## src/rtl/demux_latch_pkg.sv

```systemverilog
// Shared types for the addressable demultiplexing latch: mode encoding and decode helper.
package demux_latch_pkg;

    localparam int unsigned ADDR_W_DEFAULT = 3;

    // Encoding matches {g_n, clr_n} so the decode is a straight relabel
    typedef enum logic [1:0] {
        MODE_DEMUX = 2'b00,
        MODE_WRITE = 2'b01,
        MODE_CLEAR = 2'b10,
        MODE_HOLD  = 2'b11
    } mode_e;

    function automatic mode_e decode_mode(input logic g_n, input logic clr_n);
        mode_e m;
        case ({g_n, clr_n})
            2'b00:   m = MODE_DEMUX;
            2'b01:   m = MODE_WRITE;
            2'b10:   m = MODE_CLEAR;
            default: m = MODE_HOLD;
        endcase
        return m;
    endfunction

endpackage

```

## src/rtl/demux_ptr_counter.sv

```systemverilog
// Wrapping auto-increment pointer; o_wrap_c flags the edge that will roll N-1 over to 0.
module demux_ptr_counter
    import demux_latch_pkg::*;
#(
    parameter int unsigned ADDR_W = ADDR_W_DEFAULT
) (
    input  logic              clk,
    input  logic              i_rst,
    input  logic              i_inc,
    input  logic              i_clr,
    output logic [ADDR_W-1:0] o_count,
    output logic              o_wrap_c
);

    localparam logic [ADDR_W-1:0] CNT_MAX = '1;

    logic [ADDR_W-1:0] r_count;

    // Clear outranks increment, so a clear on the last slot never reports a wrap
    always_ff @(posedge clk) begin
        if (i_rst) begin
            r_count <= '0;
        end else if (i_clr) begin
            r_count <= '0;
        end else if (i_inc) begin
            r_count <= r_count + ADDR_W'(1);
        end
    end

    assign o_count  = r_count;
    assign o_wrap_c = i_inc && !i_clr && (r_count == CNT_MAX);

endmodule

```

## src/rtl/demux_latch.sv

```systemverilog
// Clocked 1-to-N addressable latch with write/hold/demux/clear modes and an auto-increment pointer.
module demux_latch
    import demux_latch_pkg::*;
#(
    parameter int unsigned ADDR_W = ADDR_W_DEFAULT
) (
    input  logic                     clk,
    input  logic                     rst,
    input  logic                     g_n,
    input  logic                     clr_n,
    input  logic                     d,
    input  logic [ADDR_W-1:0]        addr,
    input  logic                     auto_inc,
    output logic [(1<<ADDR_W)-1:0]   q,
    output logic [ADDR_W-1:0]        ptr,
    output logic                     full
);

    localparam int unsigned N = 1 << ADDR_W;

    mode_e             w_mode;
    logic [ADDR_W-1:0] w_ptr;
    logic [ADDR_W-1:0] w_ea;
    logic [N-1:0]      w_sel;
    logic [N-1:0]      w_q_next;
    logic              w_inc;
    logic              w_clr;
    logic              w_wrap;

    logic [N-1:0]      r_q;
    logic              r_full;

    assign w_mode = decode_mode(g_n, clr_n);
    assign w_ea   = auto_inc ? w_ptr : addr;
    assign w_inc  = auto_inc && ((w_mode == MODE_WRITE) || (w_mode == MODE_DEMUX));
    assign w_clr  = (w_mode == MODE_CLEAR);

    demux_ptr_counter #(
        .ADDR_W (ADDR_W)
    ) u_ptr (
        .clk      (clk),
        .i_rst    (rst),
        .i_inc    (w_inc),
        .i_clr    (w_clr),
        .o_count  (w_ptr),
        .o_wrap_c (w_wrap)
    );

    // One-hot select of the targeted output bit
    always_comb begin
        w_sel       = '0;
        w_sel[w_ea] = 1'b1;
    end

    always_comb begin
        w_q_next = r_q;
        case (w_mode)
            MODE_WRITE: w_q_next = (r_q & ~w_sel) | ({N{d}} & w_sel);
            MODE_DEMUX: w_q_next = {N{d}} & w_sel;
            MODE_CLEAR: w_q_next = '0;
            default:    w_q_next = r_q;
        endcase
    end

    always_ff @(posedge clk) begin
        if (rst) begin
            r_q <= '0;
        end else begin
            r_q <= w_q_next;
        end
    end

    // Sticky wrap flag; only a clear or reset drops it
    always_ff @(posedge clk) begin
        if (rst) begin
            r_full <= 1'b0;
        end else if (w_clr) begin
            r_full <= 1'b0;
        end else if (w_wrap) begin
            r_full <= 1'b1;
        end
    end

    assign q    = r_q;
    assign ptr  = w_ptr;
    assign full = r_full;

endmodule

```

## config.mk

```make
export PLATFORM = sky130hd
export DESIGN_NAME = demux_latch
export DESIGN_NICKNAME = d
export VERILOG_FILES = /design/src/rtl/demux_latch_pkg.sv /design/src/rtl/demux_ptr_counter.sv /design/src/rtl/demux_latch.sv
export SDC_FILE = /design/constraint.sdc
export NUM_CORES = 1
export LEC_CHECK = 0
export CAP_MARGIN = 20
export CORE_UTILIZATION = 42
export CTS_BUF_LIST = sky130_fd_sc_hd__clkbuf_8
export DETAILED_ROUTE_END_ITERATION = 6
export PLACE_DENSITY = 0.73
export SLEW_MARGIN = 20
export SYNTH_ARGS = -nofsm -noshare
export SYNTH_HDL_FRONTEND = slang
export SYNTH_SLANG_ARGS = --single-unit
```

## constraint.sdc

```tcl
create_clock -name clk -period 1.4 [get_ports clk]
set_clock_uncertainty 0.05 [all_clocks]
set_input_delay 0.42 -clock clk [delete_from_list [all_inputs] [get_ports clk]]
set_output_delay 0.42 -clock clk [all_outputs]
set_load 0.01 [all_outputs]
```

## Yosys cells after proc, flatten, opt, wreduce, memory -nomap -nowiden

Cells that the tools add are included.

- Memory bits (writable): 0
- Memories kept: 0
- Memory bits (read-only): 0
- Bits in latches: 0
- Output and inout bits: 12
- Bits in registers: 12

- Multiply operators: 0
- Add/sub/neg operators: 1
- Mux-type cells: 5
- Reductions and logical operators: 10
- Divide/modulo/power cells: 0
- Shift-type cells: 0
- Bitwise logic cells: 4
- Eq/ne operators: 5
- Magnitude comparators: 2

Operators by type and width:

| cell | count |
|---|---|
| $pmux 8 s3 | 1 |
| $and 8x8->8 | 2 |
| $not 8->8 | 1 |
| $or 8x8->8 | 1 |
| $pmux 2 s3 | 1 |
| $eq 2x1->1 const B | 2 |
| $eq 2x2->1 const B | 2 |
| $logic_and 1x1->1 | 4 |
| $logic_not 2->1 | 2 |
| $lt 3x4->1 const B | 1 |
| $add 3x1->3 const B | 1 |
| $demux 1 s3 | 1 |
| $eq 3x3->1 const B | 1 |
| $ge 3x1->1 const B | 1 |
| $mux 3 | 1 |
| $reduce_bool 3->1 | 1 |
| $reduce_or 2->1 | 1 |
| $logic_not 1->1 | 1 |
| $logic_or 1x1->1 | 1 |
| $mux 1 | 1 |

## Depth between registers and ports, before layout

- Depth in word-level cells: 9
- Gate-level depth with buffers: 4
- Mapped depth without buffers: 4

## Modules after synthesis

From an unflattened synthesis, not the netlist that was laid out.

- Cells, all modules: 66
- Area, all modules: 651.9 um^2

Modules (own cells, without submodules):

| module | times used | area an instance (um^2) | cells each |
|---|---|---|---|
| demux_latch | 1 | 510.5 | 53 |
| demux_ptr_counter | 1 | 141.4 | 13 |

## Least setup slack after synthesis

Ideal clock, no wire load.

- Path kind: input port to flip-flop
- From: input port auto_inc
- To: register with a tool-made name
- Data required time: 1.278 ns
- Path buffers: 1
- Library setup time: 0.072 ns
- Setup slack: -0.101 ns
- Arrival time: 1.379 ns
- Stages: 4
- Cells stage by stage: buf_6 or3b_1 a211oi_1 mux2i_1

RTL lines:

| item | line | text |
|---|---|---|
| from (decl) | demux_latch.sv:13 | `input logic auto_inc,` |

## Worst setup path after layout

- From: input port g_n
- To: register u_ptr.r_count[1] (netlist: u_ptr.o_count[1])

- Word-level cells in the longest chain between the ends: 5
- Elaborated cells between the ends (all ways): 10
- Classes of those cells: eq/ne: 4; mux: 1; reduce/logical: 5

RTL lines:

| item | line | text |
|---|---|---|
| from (decl) | demux_latch.sv:9 | `input logic g_n,` |
| $eq 2x2->1, or another cell as far along | demux_latch_pkg.sv:16 | `case ({g_n, clr_n})` |
| $pmux 2 s3 * | demux_latch_pkg.sv:16 |  |
| $eq 2x1->1 or $logic_not 2->1 (tied branches) | demux_latch.sv:35 | `assign w_inc = auto_inc && ((w_mode == MODE_WRITE) \|\| (w_mode == MODE_DEMUX));` |
| $logic_or 1x1->1 | demux_latch.sv:35 |  |
| $logic_and 1x1->1 | demux_latch.sv:35 |  |
| to (signal assigned) | demux_ptr_counter.sv:26 | `r_count <= r_count + ADDR_W'(1);` |
| to (decl) | demux_ptr_counter.sv:17 | `logic [ADDR_W-1:0] r_count;` |

Mark *: on every way between the ends. The rest lies on a longest branch, timed or not.
A chain may end at the register's enable or synchronous reset.

==> summary.md <==
| Metric | Value |
|---|---|
| Final GP Congestion | `about 0.82` |
| Power per cell area | `between 800 and 900 nW/um^2` |
| Clk_lat worst skew | `0.24 ns` |
| XOR/XNOR Fraction of Synth Area | `0%` |
| Post-route ant nets | `0` |
| CTS Sinks | `12` |
| Layout cells sized above 1 | `34.0%` |
| Slew Viols, Final | `0` |
| Fin. Hold Viols | `0` |
| N_diodes | `0` |
| Period Utilization, post-route | `a little over nine tenths` |
| Layout area overhead | `58.5%` |
| Via count of the first global-routing pass | `613` |
| GRT Total Usage | `21.4%` |
| Pre-antenna DRT Iters | `3` |
| Synth Area in Simple Gates | `between 20% and 30%` |
| CORE AREA | `approximately 1400 sq um` |
| Compound-Gate Fraction of Synth Area | `about an eighth` |
| Fillers | `108` |
| Deepest clock path buffer count | `2` |
| Final #Nets | `between 100 and 150` |
| Setup crit start kind | `input pin` |
| Remaining DRCs | `0` |
| Initial Util | `around 48%` |
| Via count | `609` |
| First-pass GRT wire length | `around 2900 um` |
| Die height | `approximately 41 um` |
| Initial antenna violation count | `0` |
| Hold Slack | `approximately 0.44 ns` |
| I/O pin total | `21` |
| Post-Synth Adder-Cell Area | `under 10%` |
| Post-synthesis area per instance | `9.62 sq um` |
| # H-tree levels | `1` |
| Post-Synthesis Cell Area | `654 sq um` |
| Clock root buffer | `clkbuf_8` |
| Routed wire length | `1670 um` |
| Crit path required time | `between 1 and 1.5 ns` |
| Initial DRC count | `6` |
| CP Max Fanout | `11` |
| Ys Warns | `0` |
| Max VDD drop | `0.683 mV` |
| GRT overflow | `0` |
| Max Freq | `between 700 and 800 MHz` |
| Worst-margin pin slew | `around 0.52 ns` |
| Reg area | `about 240 sq um` |
| Outcome | `complete, no violations` |
| Crit. End Element | `register` |
| RSZ-0062 raised after global routing | `true` |
| HPWL after DPL | `1150 um` |
| HP Class | `register to register` |
| Area of the multi-input gates | `450 sq um` |
| Gate count of the mapped netlist | `68` |
| CTS clock-pin slew for the worst setup and hold paths | `~0.06 ns` |
| Setup CP Type | `input pin to register` |
| Final setup violation count | `0` |
| DIE AREA | `between 1500 and 2000 sq um` |
| TritonCTS buffer count | `3` |
| Wire length per cell | `14.9 um` |
| Port buffer count | `20` |
| Final design utilization | `about three quarters` |
| Die Width | `approximately 41 um` |
| Lkg Pwr | `between 0.4 and 0.5 nW` |
| TritonCTS clock tree | `done` |
| Max_cap viols | `0` |
| Row count | `13` |
| Vias/cell | `approximately 5.4` |
| Minimum clock period | `around 1.4 ns` |
| Largest family of logic cells by synthesized area | `simple AND/OR/NAND/NOR gates` |
| Synth unique cells | `19` |
| Hold buffers post-CTS | `0` |
| Register area share after synthesis | `between 30% and 40%` |
| Mux cell area share after synthesis | `between 10% and 20%` |
| Critical Path AT | `approximately 1.5 ns` |
| Seq cells post-synth | `12` |
| Largest net degree at the start of global routing | `13` |
| Post-synthesis net count | `79` |
| Slew headroom | `64.3%` |
## power by group
group | switching [W] | total, W | internal, W
sequential | 0.00000399 | 0.000352 | 0.000348
combinational | 0.0000649 | 0.000142 | 0.0000773
clock | 0.000135 | 0.000384 | 0.000249
## through the flow
stage / area (sq um) / std cells / worst slack [ns] / power (W) / setup TNS, ns
global route: 1040 / 112 / -0.0198 / 0.000917 / -0.0391
detailed placement: 977 / 109 / -0.704 / 0.000497 / -6.83
global placement: 977 / 109 / -0.706 / 0.000496 / -6.68
finish: 1040 / 112 / 0.0335 / 0.000878 / 0
floorplan: 693 / 68 / -0.00601 / 0.000429 / -0.0249
CTS: 1030 / 113 / 0.00596 / 0.000876 / 0
## logic make-up after synthesis
kind of cell	Yosys count
compound gates	12
fa+ha+maj	2
buf+inv	5
flops	12
mux	10
simple gates	27
## worst max-delay path, cell delays in order
cell and delay (ns):
clkdlybuf4s50_1 0.44, buf_12 0.16, or2b_1 0.25, nand3_1 0.11, a21oi_2 0.06
## per-layer routing
layer	GRT usage (%)	vias to the layer above	share of wire, %	routed length (um)
li1	-	309	-	-
met1	29.8	289	50	838
met2	32.8	11	45	749
met3	7.83	0	4.6	77
met4	1.94	0	0	0
met5	0	-	0	0
## synth_stat cells (all sizes together)
cell type	number	area, sq um
a211oi	8	60.1
a21oi	3	15.0
a22oi	1	7.51
buf	2	15.0
clkbuf	3	11.3
dfxtp	12	240
ha	2	25.0
mux2	1	11.3
mux2i	9	90.1
nand2	2	7.51
nand2b	3	18.8
nand3	4	20.0
nand3b	11	82.6
nor2	1	3.75
nor2b	1	6.26
or2b	1	7.51
or3	1	6.26
or3b	3	26.3
## final cells by class
class	instances	area share [%]
clock buffer	4	5.31
tap	15	1.81
timing repair buffer	30	26.2
sequential	12	23.3
multi-input combinational	51	43.4
## final timing paths
kind | start | to | slack [ns] | depth (start not counted)
hold reg to reg | register | register | 0.44 | 2
hold / removal | register | register | 0.44 | 2
setup reg to reg | u_ptr.o_count[1]$_SDFFE_PP0P_ | register | 0.08 | 3
setup / recovery | g_n | u_ptr.o_count[1]$_SDFFE_PP0P_ | 0.03 | 5
## cells in the final DEF, fill, tap and decap left out
cell type        count
buf_12               2
nor2_1               1
clkdlybuf4s50_1      4
nand3_1              4
mux2_4               1
a21oi_2              1
nand2_1              2
or3b_4               3
or3_4                1
or2b_1               1
ha_1                 2
buf_4                9
a22oi_1              1
nor2b_2              1
a211oi_2             8
clkbuf_2             2
mux2i_1              9
nand2b_1             3
dfxtp_2              1
dfxtp_1             11
a21oi_1              2
dlygate4sd2_1       13
clkbuf_8             4
nand3b_1            11
## what timing repair did
item	4_1_cts	5_1_grt
buffers inserted	0	0
endpoints found under the setup margin	24	11
resized for setup	27	9
pin swaps	3	6
(Power assumes the default switching activity.)
